File: config.mk
export PLATFORM = sky130hd
export DESIGN_NAME = nco_slot_scheduler
export DESIGN_NICKNAME = d
export VERILOG_FILES = /design/src/rtl/nco_slot_scheduler.sv
export SDC_FILE = /design/constraint.sdc
export NUM_CORES = 1
export LEC_CHECK = 0
export CELL_PAD_IN_SITES_DETAIL_PLACEMENT = 1
export CELL_PAD_IN_SITES_GLOBAL_PLACEMENT = 2
export CORE_MARGIN = 8
export CORE_UTILIZATION = 26
export DETAILED_ROUTE_END_ITERATION = 12
export PLACE_DENSITY = 0.87
export SLEW_MARGIN = 25
export SYNTH_ARGS = -nofsm -noshare
export SYNTH_HDL_FRONTEND = slang
export SYNTH_SLANG_ARGS = --single-unit
export TNS_END_PERCENT = 20
File: constraint.sdc
create_clock -name OSC_CLK -period 2.13 [get_ports OSC_CLK]
set_input_delay 0.3195 -clock OSC_CLK [delete_from_list [all_inputs] [get_ports OSC_CLK]]
set_output_delay 0.3195 -clock OSC_CLK [all_outputs]
set_load 0.02 [all_outputs]
File: src/rtl/nco_slot_scheduler.sv
// nco_slot_scheduler: round-robin (voice, oscillator) slot sequencer for the
// time-multiplexed NCO bank, with per-voice accumulator-zero queuing and a
// single-entry pitch-update holding register released in its target slot.
module nco_slot_scheduler #(
  parameter  int unsigned VOICES  = 8,
  parameter  int unsigned V_OSC   = 4,
  parameter  int unsigned V_WIDTH = 3,
  parameter  int unsigned O_WIDTH = 2,
  parameter  int unsigned DIV     = 4,
  localparam int unsigned PITCH_W = 24
) (
  input  logic               OSC_CLK,
  input  logic               iRST_N,
  input  logic               run,
  output logic               slot_en,
  output logic [V_WIDTH-1:0] vx,
  output logic [O_WIDTH-1:0] ox,
  output logic               frame_start,
  input  logic [VOICES-1:0]  zero_req,
  output logic               accum_zero,
  input  logic               pitch_valid,
  output logic               pitch_ready,
  input  logic [V_WIDTH-1:0] pitch_vx,
  input  logic [O_WIDTH-1:0] pitch_ox,
  input  logic [PITCH_W-1:0] pitch_val,
  output logic               pitch_wr,
  output logic [PITCH_W-1:0] pitch_out,
  output logic               pitch_err
);

  localparam int unsigned DIV_W = $clog2(DIV);

  logic [DIV_W-1:0]   div_q, div_d;
  logic [V_WIDTH-1:0] vx_q, vx_d;
  logic [O_WIDTH-1:0] ox_q, ox_d;
  logic               slot_en_q, slot_en_d;
  logic               frame_q, frame_d;
  logic               az_q, az_d;
  logic               wr_q, wr_d;
  logic               err_q, err_d;
  logic [PITCH_W-1:0] pout_q, pout_d;
  logic [VOICES-1:0]  zpend_q, zpend_d;
  logic               zact_q, zact_d;
  logic               full_q, full_d;
  logic [V_WIDTH-1:0] hvx_q, hvx_d;
  logic [O_WIDTH-1:0] hox_q, hox_d;
  logic [PITCH_W-1:0] hval_q, hval_d;

  logic               strobe_c, adv_c, last_osc_c, last_voice_c;
  logic               hit_c, accept_c, bad_c;
  logic [V_WIDTH-1:0] nvx_c;

  // State register with synchronous active-low reset
  always_ff @(posedge OSC_CLK) begin
    if (!iRST_N) begin
      div_q     <= '0;
      vx_q      <= '0;
      ox_q      <= '0;
      slot_en_q <= 1'b0;
      frame_q   <= 1'b0;
      az_q      <= 1'b0;
      wr_q      <= 1'b0;
      err_q     <= 1'b0;
      pout_q    <= '0;
      zpend_q   <= '0;
      zact_q    <= 1'b0;
      full_q    <= 1'b0;
      hvx_q     <= '0;
      hox_q     <= '0;
      hval_q    <= '0;
    end else begin
      div_q     <= div_d;
      vx_q      <= vx_d;
      ox_q      <= ox_d;
      slot_en_q <= slot_en_d;
      frame_q   <= frame_d;
      az_q      <= az_d;
      wr_q      <= wr_d;
      err_q     <= err_d;
      pout_q    <= pout_d;
      zpend_q   <= zpend_d;
      zact_q    <= zact_d;
      full_q    <= full_d;
      hvx_q     <= hvx_d;
      hox_q     <= hox_d;
      hval_q    <= hval_d;
    end
  end

  // Divider, slot walk, zero queue and pitch holding register next-state
  always_comb begin
    div_d     = div_q;
    vx_d      = vx_q;
    ox_d      = ox_q;
    slot_en_d = 1'b0;
    frame_d   = 1'b0;
    az_d      = 1'b0;
    wr_d      = 1'b0;
    err_d     = 1'b0;
    pout_d    = pout_q;
    zpend_d   = zpend_q | zero_req;
    zact_d    = zact_q;
    full_d    = full_q;
    hvx_d     = hvx_q;
    hox_d     = hox_q;
    hval_d    = hval_q;

    // Strobes are registered one edge early so they coincide with div==DIV-1
    strobe_c     = run && (div_q == DIV_W'(DIV - 2));
    adv_c        = run && (div_q == DIV_W'(DIV - 1));
    last_osc_c   = (ox_q == O_WIDTH'(V_OSC - 1));
    last_voice_c = (vx_q == V_WIDTH'(VOICES - 1));
    nvx_c        = last_voice_c ? '0 : vx_q + V_WIDTH'(1);
    hit_c        = full_q && (hvx_q == vx_q) && (hox_q == ox_q);
    accept_c     = pitch_valid && !full_q;
    bad_c        = (32'(pitch_vx) >= VOICES) || (32'(pitch_ox) >= V_OSC);

    if (run) begin
      div_d = adv_c ? '0 : div_q + DIV_W'(1);
    end

    if (adv_c) begin
      if (last_osc_c) begin
        ox_d = '0;
        vx_d = nvx_c;
        // Entering a new voice: arm its zero for the whole visit; a request
        // arriving on this very edge stays pending for the next frame.
        zact_d         = zpend_q[nvx_c];
        zpend_d[nvx_c] = zero_req[nvx_c];
      end else begin
        ox_d = ox_q + O_WIDTH'(1);
      end
    end

    if (strobe_c) begin
      slot_en_d = 1'b1;
      frame_d   = (vx_q == '0) && (ox_q == '0);
      az_d      = zact_q;
      if (hit_c) begin
        wr_d   = 1'b1;
        pout_d = hval_q;
      end
    end

    // Entry frees one cycle after its write strobe
    if (wr_q) begin
      full_d = 1'b0;
    end

    if (accept_c) begin
      if (bad_c) begin
        err_d = 1'b1;
      end else begin
        full_d = 1'b1;
        hvx_d  = pitch_vx;
        hox_d  = pitch_ox;
        hval_d = pitch_val;
      end
    end
  end

  assign slot_en     = slot_en_q;
  assign vx          = vx_q;
  assign ox          = ox_q;
  assign frame_start = frame_q;
  assign accum_zero  = az_q;
  assign pitch_wr    = wr_q;
  assign pitch_out   = pout_q;
  assign pitch_err   = err_q;
  assign pitch_ready = !full_q;

endmodule

==> impl_metrics.json, run 1 <==
{
  "grt_setup_unrepaired": "no",
  "powerDensity_mw_per_mm2": 726.1,
  "synth_top_area_share_pct": 46.98,
  "gp_congestion": 0.7447,
  "cp-end-kind": "flip-flop",
  "core_mm2": 0.01191,
  "overflow": 0,
  "power_leakage_nw": 1.582,
  "yosys-top-cells-area": "dfxtp_1 (47%), nand2_1 (14%), mux2i_1 (8.3%)",
  "rr_startpoint": "vx[0]",
  "grt_max_degree": 72,
  "drv_slew": 0,
  "num_antenna_cells": 0,
  "outcome": "finished, final reports clean",
  "startpoint_type": "flip-flop",
  "area_growth_pct": 39.01,
  "dieArea_mm2": 0.01591,
  "clockBufferDepth": 2,
  "stdcell_count": 586,
  "synth_nets": 406,
  "dieHeight_um": 126.1,
  "firstDrtPassIters": 4,
  "antenna_found_initial": 0,
  "grt_pass1_vias": 2999,
  "cts_tree": "yes",
  "grt_pass1_wl_um": 14950,
  "hold_viol": 0,
  "synth_cell_types": 37,
  "placed_area_mm2": 0.004100,
  "start_util_pct": 26.47,
  "antenna_left": 0,
  "hp-class": "in2reg",
  "synth_top_cells_by_count": "nand2_1 (120), dfxtp_1 (74), a21boi_0 (33)",
  "route.vias.total": 2698,
  "cpPeakStageDelay_ps": 580,
  "timing.fmax_mhz": 484.5,
  "synth_area_mm2": 0.003153,
  "wl_um": 8982,
  "design_area_mm2": 0.004383,
  "grt_usage_pct": 11.65,
  "min_period_ps": 2064,
  "ios": 76,
  "timing.setup.tns_ps": 0,
  "fin_crit_sh_pct": 96.89,
  "port_buffers": 74,
  "crit_required_ps": 2340,
  "vias_per_cell": 4.604,
  "drc": 0,
  "drive_gt1_share_pct": 7.745,
  "slowest_stage": "mux4_1",
  "yosys_register_bits": 74,
  "wl_per_cell_um": 15.33,
  "avgSynthCellArea_um2": 8.807,
  "fin_worst_skew_ps": 4.797,
  "yosysMostFrequentCell": "nand2_1",
  "postCtsHoldBufs": 0,
  "seq_area_mm2": 0.001483,
  "min-delay-start": "iRST_N",
  "core.rowCount": 40,
  "fill_cells": 1384,
  "cts_sinks": 74,
  "clk_latency_ps": 320,
  "yosysSeqAreaShare_pct": 46.98,
  "worstSetupPathType": "reg2reg",
  "yosys.area.top_type": "dfxtp_1",
  "maxCapViolCount": 0,
  "synth_edf_count": 0,
  "critPathLaunch": "vx[0]",
  "power_w": 0.003183,
  "vdd_ir_drop_max_mv": 0.3190,
  "synthFlopType": "dfxtp_1",
  "multi_input_area_mm2": 0.001540,
  "dp.cells": 570,
  "drt-initial-drc-count": 65,
  "arrival_ps": 2280,
  "nNetsFinal": 482,
  "syn-instance-count": 358,
  "root_buffer": "clkbuf_16",
  "htree_levels": 3,
  "cts_setup_buffers": 0,
  "clkTransAtPathRegs_ps": 60,
  "hpwl_um": 6457,
  "dieWidth_um": 126.1,
  "cts_resized": 0,
  "cts_buffers": 9,
  "ys_async_sr_fraction_pct": 0,
  "worstPathCellList": "inv_1 > ha_1 > mux4_1 > or4_1 > o311a_1",
  "yosysWarningCount": 0,
  "worst-path-max-fanout": 8,
  "setup_viol": 0
}
[flip-flops by register name (all words and copies together), names as in the netlist]
register,count
pitch_out,24
zact_q,1
zpend_q,8
vx,3
frame_start,1
pitch_wr,1
hvx_q,3
div_q,2
accum_zero,1
hox_q,2
slot_en,1
full_q,1
hval_q,24
ox,2
[layer usage]
metal | up-vias | wire length (um) | GRT usage (%)
li1 | 1347 | - | -
met1 | 1282 | 3986 | 13.18
met2 | 59 | 4437 | 20.36
met3 | 10 | 426 | 2.869
met4 | 0 | 131 | 5.096
met5 | - | 0 | 0
[power breakdown]
group | total (W) | switching, W | internal [W]
Sequential | 0.00147 | 0.0000305 | 0.00144
Clock | 0.00144 | 0.000538 | 0.000904
Combinational | 0.000275 | 0.000128 | 0.000146
Total | 0.00318 | 0.000696 | 0.00249
[logic make-up after synthesis]
| kind of cell | Yosys count | synth area share (%) |
|---|---|---|
| buffers and inverters | 30 | 4.524 |
| other | 1 | 0.1189 |
| AO/OA/AOI/OAI | 55 | 13.17 |
| multiplexers | 28 | 9.802 |
| AND/OR/NAND/NOR | 158 | 21.23 |
| flip-flops | 74 | 46.98 |
| XOR/XNOR | 5 | 1.389 |
| adder cells (fa/ha/maj) | 7 | 2.778 |
[critical path: cells and delay by family (launching register included)]
family	cells	cell delay (ps)
multiplexers	1	580
AND/OR/NAND/NOR	1	430
flip-flops	1	420
adder cells (fa/ha/maj)	1	320
AO/OA/AOI/OAI	1	140
buffers and inverters	1	70
[final cells by class]
| type | instances | share of cell area (%) |
|---|---|---|
| Clock buffer | 13 | 5.481 |
| Clock inverter | 3 | 0.9135 |
| Inverter | 6 | 0.5138 |
| Multi-Input combinational cell | 254 | 35.14 |
| Sequential cell | 74 | 33.83 |
| Tap cell | 147 | 4.196 |
| Timing Repair Buffer | 89 | 19.93 |
[through the flow]
step           utilization [%]  hold slack, ps  worst slack (ps)
2_1_floorplan                -           424.2             18.33
3_3_place_gp             34.42           441.1             151.9
3_5_place_dp             34.42           452.9             59.92
4_1_cts                  36.78           425.7             1.071
5_1_grt                  36.80           426.3             4.653
6_report                 36.80           425.1             66.22
[path summary, 6_finish.rpt]
kind | end | slack, ps | cells past startpoint
worst min-delay path | zpend_q[4] | 430 | 2
worst max-delay path | zpend_q[1] | 70 | 5
worst max register to register | zpend_q[1] | 70 | 5
worst min register to register | pitch_out[17] | 460 | 2
[layout by cell type (no fill, tap or decap), drive strengths merged]
master         netlist  layout
nand2              120     120
dfxtp               74      74
clkdlybuf4s50        0      73
a21boi              33      33
mux2i               26      26
buf                  7      16
clkbuf              17      13
nor2                 9       9
o311a                7       7
ha                   7       7
inv                  6       6
nand2b               6       6
o21ai                6       6
nor3                 5       5
xnor2                4       4
nor2b                4       4
nand3                3       3
and3                 3       3
a31oi                2       2
o211a                2       2
and2                 2       2
nor3b                2       2
a21oi                2       2
clkinv               0       2
mux4                 2       2
nand4                1       1
xor2                 1       1
or2                  1       1
or4                  1       1
a41oi                1       1
and4b                1       1
o221ai               1       1
o31ai                1       1
conb                 1       1
bufinv               0       1
Note: power is estimated with default switching activity, not from simulation.
==> run 2: changes to the inputs <==
Settings changed: CORE_MARGIN 8 to 2.
==> run 2 against run 1 <==
Effect of this change: clock power is essentially flat; critical path depth is the same; routed wire length is 8.4% lower; sequential cell count did not move; final cell count unchanged; clock skew grew 2.2 ps; hold slack improved by 33 ps; non-clock buffer count unchanged; largest power group unchanged; power is 0.27% lower; fmax is 1.4% higher.
==> impl_metrics.json, run 2 (synthesis gave the netlist of run 1 again) <==
{
  "drive_gt1_share_pct": 8.428,
  "antenna_found_initial": 0,
  "ios": 76,
  "cts_buffers": 9,
  "powerDensity_mw_per_mm2": 725.4,
  "nNetsFinal": 482,
  "wl_um": 8227,
  "final_common_cell": "nand2_1",
  "firstDrtPassIters": 4,
  "startpoint_type": "flip-flop",
  "overflow": 0,
  "dieWidth_um": 114.1,
  "drt-initial-drc-count": 72,
  "hold_path_depth": 2,
  "maxCapViolCount": 0,
  "clk_latency_ps": 330,
  "grt_pass1_vias": 2721,
  "reg2regPathDepth": 5,
  "htree_levels": 3,
  "final_cell_mix": "nand2_1 (120), clkdlybuf4s50_1 (73), dfxtp_1 (72)",
  "fin_crit_sh_pct": 95.51,
  "worst-path-max-fanout": 8,
  "min-delay-start": "pitch_out[2]",
  "cts_tree": "yes",
  "setup_viol": 0,
  "r2r_end": "zpend_q[1]",
  "start_util_pct": 26.47,
  "arrival_ps": 2250,
  "grt_max_degree": 72,
  "timing.setup.tns_ps": 0,
  "route.vias.total": 2670,
  "port_buffers": 74,
  "wl_per_cell_um": 14.04,
  "gp_congestion": 0.7872,
  "core_mm2": 0.01191,
  "min_period_ps": 2034,
  "power_leakage_nw": 1.585,
  "cp-end-kind": "flip-flop",
  "antenna_left": 0,
  "grt_usage_pct": 12.92,
  "root_buffer": "clkbuf_16",
  "area_growth_pct": 38.77,
  "hpwl_um": 5962,
  "core.rowCount": 40,
  "drv_slew": 0,
  "vdd_ir_drop_max_mv": 0.3083,
  "hp-class": "reg2reg",
  "ff2ff_setup_slack_ps": 100,
  "dieHeight_um": 114.1,
  "power_w": 0.003174,
  "outcome": "finished, final reports clean",
  "clockBufferDepth": 2,
  "cts_sinks": 74,
  "fin_worst_skew_ps": 7.042,
  "whs_endpoint": "pitch_out[2]",
  "rr_startpoint": "vx[0]",
  "hold_viol": 0,
  "worstSetupPathType": "reg2reg",
  "clkTransAtPathRegs_ps": 60,
  "postCtsHoldBufs": 0,
  "timing.fmax_mhz": 491.6,
  "num_antenna_cells": 0,
  "dieArea_mm2": 0.01302,
  "vias_per_cell": 4.556,
  "grt_pass1_wl_um": 13290,
  "drc": 0,
  "grt_setup_unrepaired": "no",
  "crit_required_ps": 2350
}
[run 2: worst max-delay path: stages, from the launching register on]
cell and delay, ps:
dfxtp_2 400, inv_1 60, ha_1 320, mux4_1 590, or4_1 410, o311a_1 140
[run 2: area by class of cell]
type,count,area [um2]
fillers,1387,7536
multi-input cells,254,1540
flip-flops and latches,74,1484
repair buffers,89,860.8
clock buffers,14,274.0
well taps,147,183.9
inverters,6,22.52
clock inverters,2,10.01
[run 2: worst max-delay path by stage]
stage            endpoint  depth (start not counted)   from
5_1_grt        zpend_q[1]                          5  vx[0]
3_3_place_gp   zpend_q[1]                          5  vx[1]
6_report       zpend_q[1]                          5  vx[0]
3_5_place_dp   zpend_q[1]                          5  vx[1]
4_1_cts        zpend_q[1]                          5  vx[1]
2_1_floorplan  zpend_q[1]                          5  vx[1]
[run 2: per-layer routing]
| metal | track usage, % | share of wire, % | vias to the layer above |
|---|---|---|---|
| met3 | 2.488 | 4.0 | 9 |
| met2 | 22.70 | 49 | 54 |
| li1 | - | - | 1342 |
| met5 | 0 | 0 | - |
| met4 | 5.366 | 1.7 | 0 |
| met1 | 15.43 | 46 | 1265 |
[run 2: what timing repair did]
| item | in CTS | in global routing |
|---|---|---|
| buffers inserted | 0 | 0 |
| gates resized for setup | 0 | 2 |
| endpoints found under the setup margin | 0 | 4 |
[run 2: power by group]
part | switching (W) | internal, W
combinational | 0.000124 | 0.000145
clock | 0.000559 | 0.000881
sequential | 0.0000295 | 0.00144
total | 0.000713 | 0.00246
[run 2: stage by stage]
stage | std cells | setup WS (ps) | hold slack [ps] | cell area [um2] | util (%)
after floorplan | 358 | 18.33 | 424.2 | 3154 | -
after global placement | 570 | 162.5 | 444.5 | 4088 | 34.32
after detailed placement | 570 | 93.87 | 447.6 | 4088 | 34.32
after CTS | 586 | 75.16 | 462.8 | 4372 | 36.70
after global routing | 586 | 13.51 | 480.2 | 4375 | 36.73
final | 586 | 95.69 | 457.8 | 4375 | 36.73
==> run 3: changes to the inputs <==
Settings changed: CORE_ASPECT_RATIO from default to 0.7, RECOVER_POWER from default to 25.
==> run 3 against run 2 <==
Effect of this change: routed wire length up 1.4%; sequential share of layout area fell by 0.21 points; sequential cell count stayed put; worst setup slack got worse by 34 ps; clock power is 8% higher; core utilization rose by 0.65 points; clock skew is 2.1 ps lower; non-clock buffer count fell by 1; cell area increased by 0.54%; highest routed layer unchanged.
==> impl_metrics.json, run 3 (synthesis gave the netlist of run 1 again) <==
{
  "hold_viol": 0,
  "timing.fmax_mhz": 483.6,
  "gp_congestion": 0.7962,
  "stdcell_count": 594,
  "dieWidth_um": 135.6,
  "hp-class": "reg2reg",
  "root_buffer": "clkbuf_16",
  "vias_per_cell": 4.455,
  "outcome": "finished, final reports clean",
  "num_antenna_cells": 0,
  "htree_levels": 3,
  "grt_max_degree": 47,
  "worstSetupPathType": "reg2reg",
  "hold_slack_ps": 455.9,
  "placed_area_mm2": 0.004098,
  "fin_crit_sh_pct": 97.08,
  "dieHeight_um": 96.14,
  "antenna_found_initial": 0,
  "design_area_mm2": 0.004399,
  "arrival_ps": 2280,
  "dp.cells": 578,
  "power_w": 0.003285,
  "ios": 76,
  "final_cell_mix": "nand2_1 (120), dfxtp_1 (73), clkdlybuf4s50_1 (72)",
  "internal_power_w": 0.002574,
  "wl_um": 8346,
  "grt_pass1_vias": 2778,
  "drive_gt1_share_pct": 7.551,
  "powerDensity_mw_per_mm2": 746.8,
  "power_leakage_nw": 1.577,
  "vdd_ir_drop_max_mv": 0.3651,
  "drt-initial-drc-count": 82,
  "worst-path-max-fanout": 9,
  "wl_per_cell_um": 14.05,
  "startpoint_type": "flip-flop",
  "switching_power_w": 0.0007116,
  "seq_power_share_pct": 44.6,
  "power.share.switching_pct": 21.66,
  "fill_cells": 1353,
  "antenna_left": 0,
  "setup_viol": 0,
  "cts_sinks": 74,
  "clkPwrFrac_pct": 47.2,
  "clockBufferDepth": 2,
  "multi_input_area_mm2": 0.001534,
  "maxCapViolCount": 0,
  "slew_headroom_pct": 51.32,
  "route.vias.total": 2646,
  "grt_pass1_wl_um": 13760,
  "clkTransAtPathRegs_ps": 60,
  "cts_tree": "yes",
  "dieArea_mm2": 0.01304,
  "start_util_pct": 26.79,
  "crit_required_ps": 2350,
  "clk_latency_ps": 330,
  "port_buffers": 74,
  "drc": 0,
  "firstDrtPassIters": 4,
  "pwr-share-comb_pct": 8.2,
  "cp-end-kind": "flip-flop",
  "nNetsFinal": 481,
  "fin_worst_skew_ps": 4.983,
  "cts_buffers": 9,
  "min_period_ps": 2068,
  "core.rowCount": 33,
  "final_common_cell": "nand2_1",
  "drv_slew": 0,
  "worst_slew_pin_slew_ps": 730.2,
  "seq_area_mm2": 0.001483,
  "overflow": 0,
  "postCtsHoldBufs": 0,
  "area_growth_pct": 39.52,
  "grt_usage_pct": 13.58,
  "hpwl_um": 5966,
  "core_mm2": 0.01177
}
[run 3: changes by cell type in the layout (fill, tap and decap cells not counted), sizes merged]
cell / previous run / this run
clkinv: 2 / 1
dlygate4sd3: 0 / 1
buf: 16 / 13
bufinv: 0 / 1
clkbuf: 14 / 15
clkdlybuf4s50: 73 / 72
[run 3: critical path: stages, from the launching register on]
cell and delay [ps]:
dfxtp_2 370, ha_1 220, ha_1 200, or2_4 290
mux4_2 340, or4_1 410, o311a_1 130
[run 3: path summary, 6_finish.rpt]
path	from	to	slack, ps	cells past startpoint
max reg2reg	vx[0]	zpend_q[1]	60	6
min	pitch_out[8]	pitch_out[8]	460	2
max	vx[0]	zpend_q[1]	60	6
min reg2reg	pitch_out[8]	pitch_out[8]	460	2
[run 3: metrics by stage]
| stage | setup TNS (ps) | setup WS (ps) | util, % |
|---|---|---|---|
| floorplan | 0 | 18.33 | - |
| global placement | 0 | 88.55 | 34.82 |
| detailed placement | -52.32 | -31.04 | 34.82 |
| CTS | 0 | 44.06 | 37.44 |
| global route | -3.968 | -3.968 | 37.38 |
| finish | 0 | 62.14 | 37.38 |
[run 3: what timing repair did]
item                                    CTS  global route
setup buffers                             0             1
endpoints found under the setup margin    3             1
gates resized for setup                   1             1
[run 3: layer usage]
layer / global-route usage (%) / wire (um) / vias to the layer above
li1: - / - / 1334
met1: 16.97 / 4058 / 1244
met2: 22.69 / 3785 / 62
met3: 4.581 / 439 / 6
met4: 3.385 / 63 / 0
met5: 0 / 0 / -
[run 3: power by group through the flow]
stage / registers, W / clock network [W] / logic [W]
finish: 0.00147 / 0.00155 / 0.000270
detailed placement: 0.00150 / 0 / 0.000276
CTS: 0.00147 / 0.00160 / 0.000277
global placement: 0.00149 / 0 / 0.000267
global route: 0.00147 / 0.00165 / 0.000305
floorplan: 0.00149 / 0 / 0.000139
[run 3: final cells by class]
cell class,instances,share of cell area (%)
well taps,157,4.465
multi-input cells,254,34.87
clock inverters,2,0.7964
repair buffers,88,19.51
flip-flops and latches,74,33.70
inverters,6,0.5119
clock buffers,13,6.143
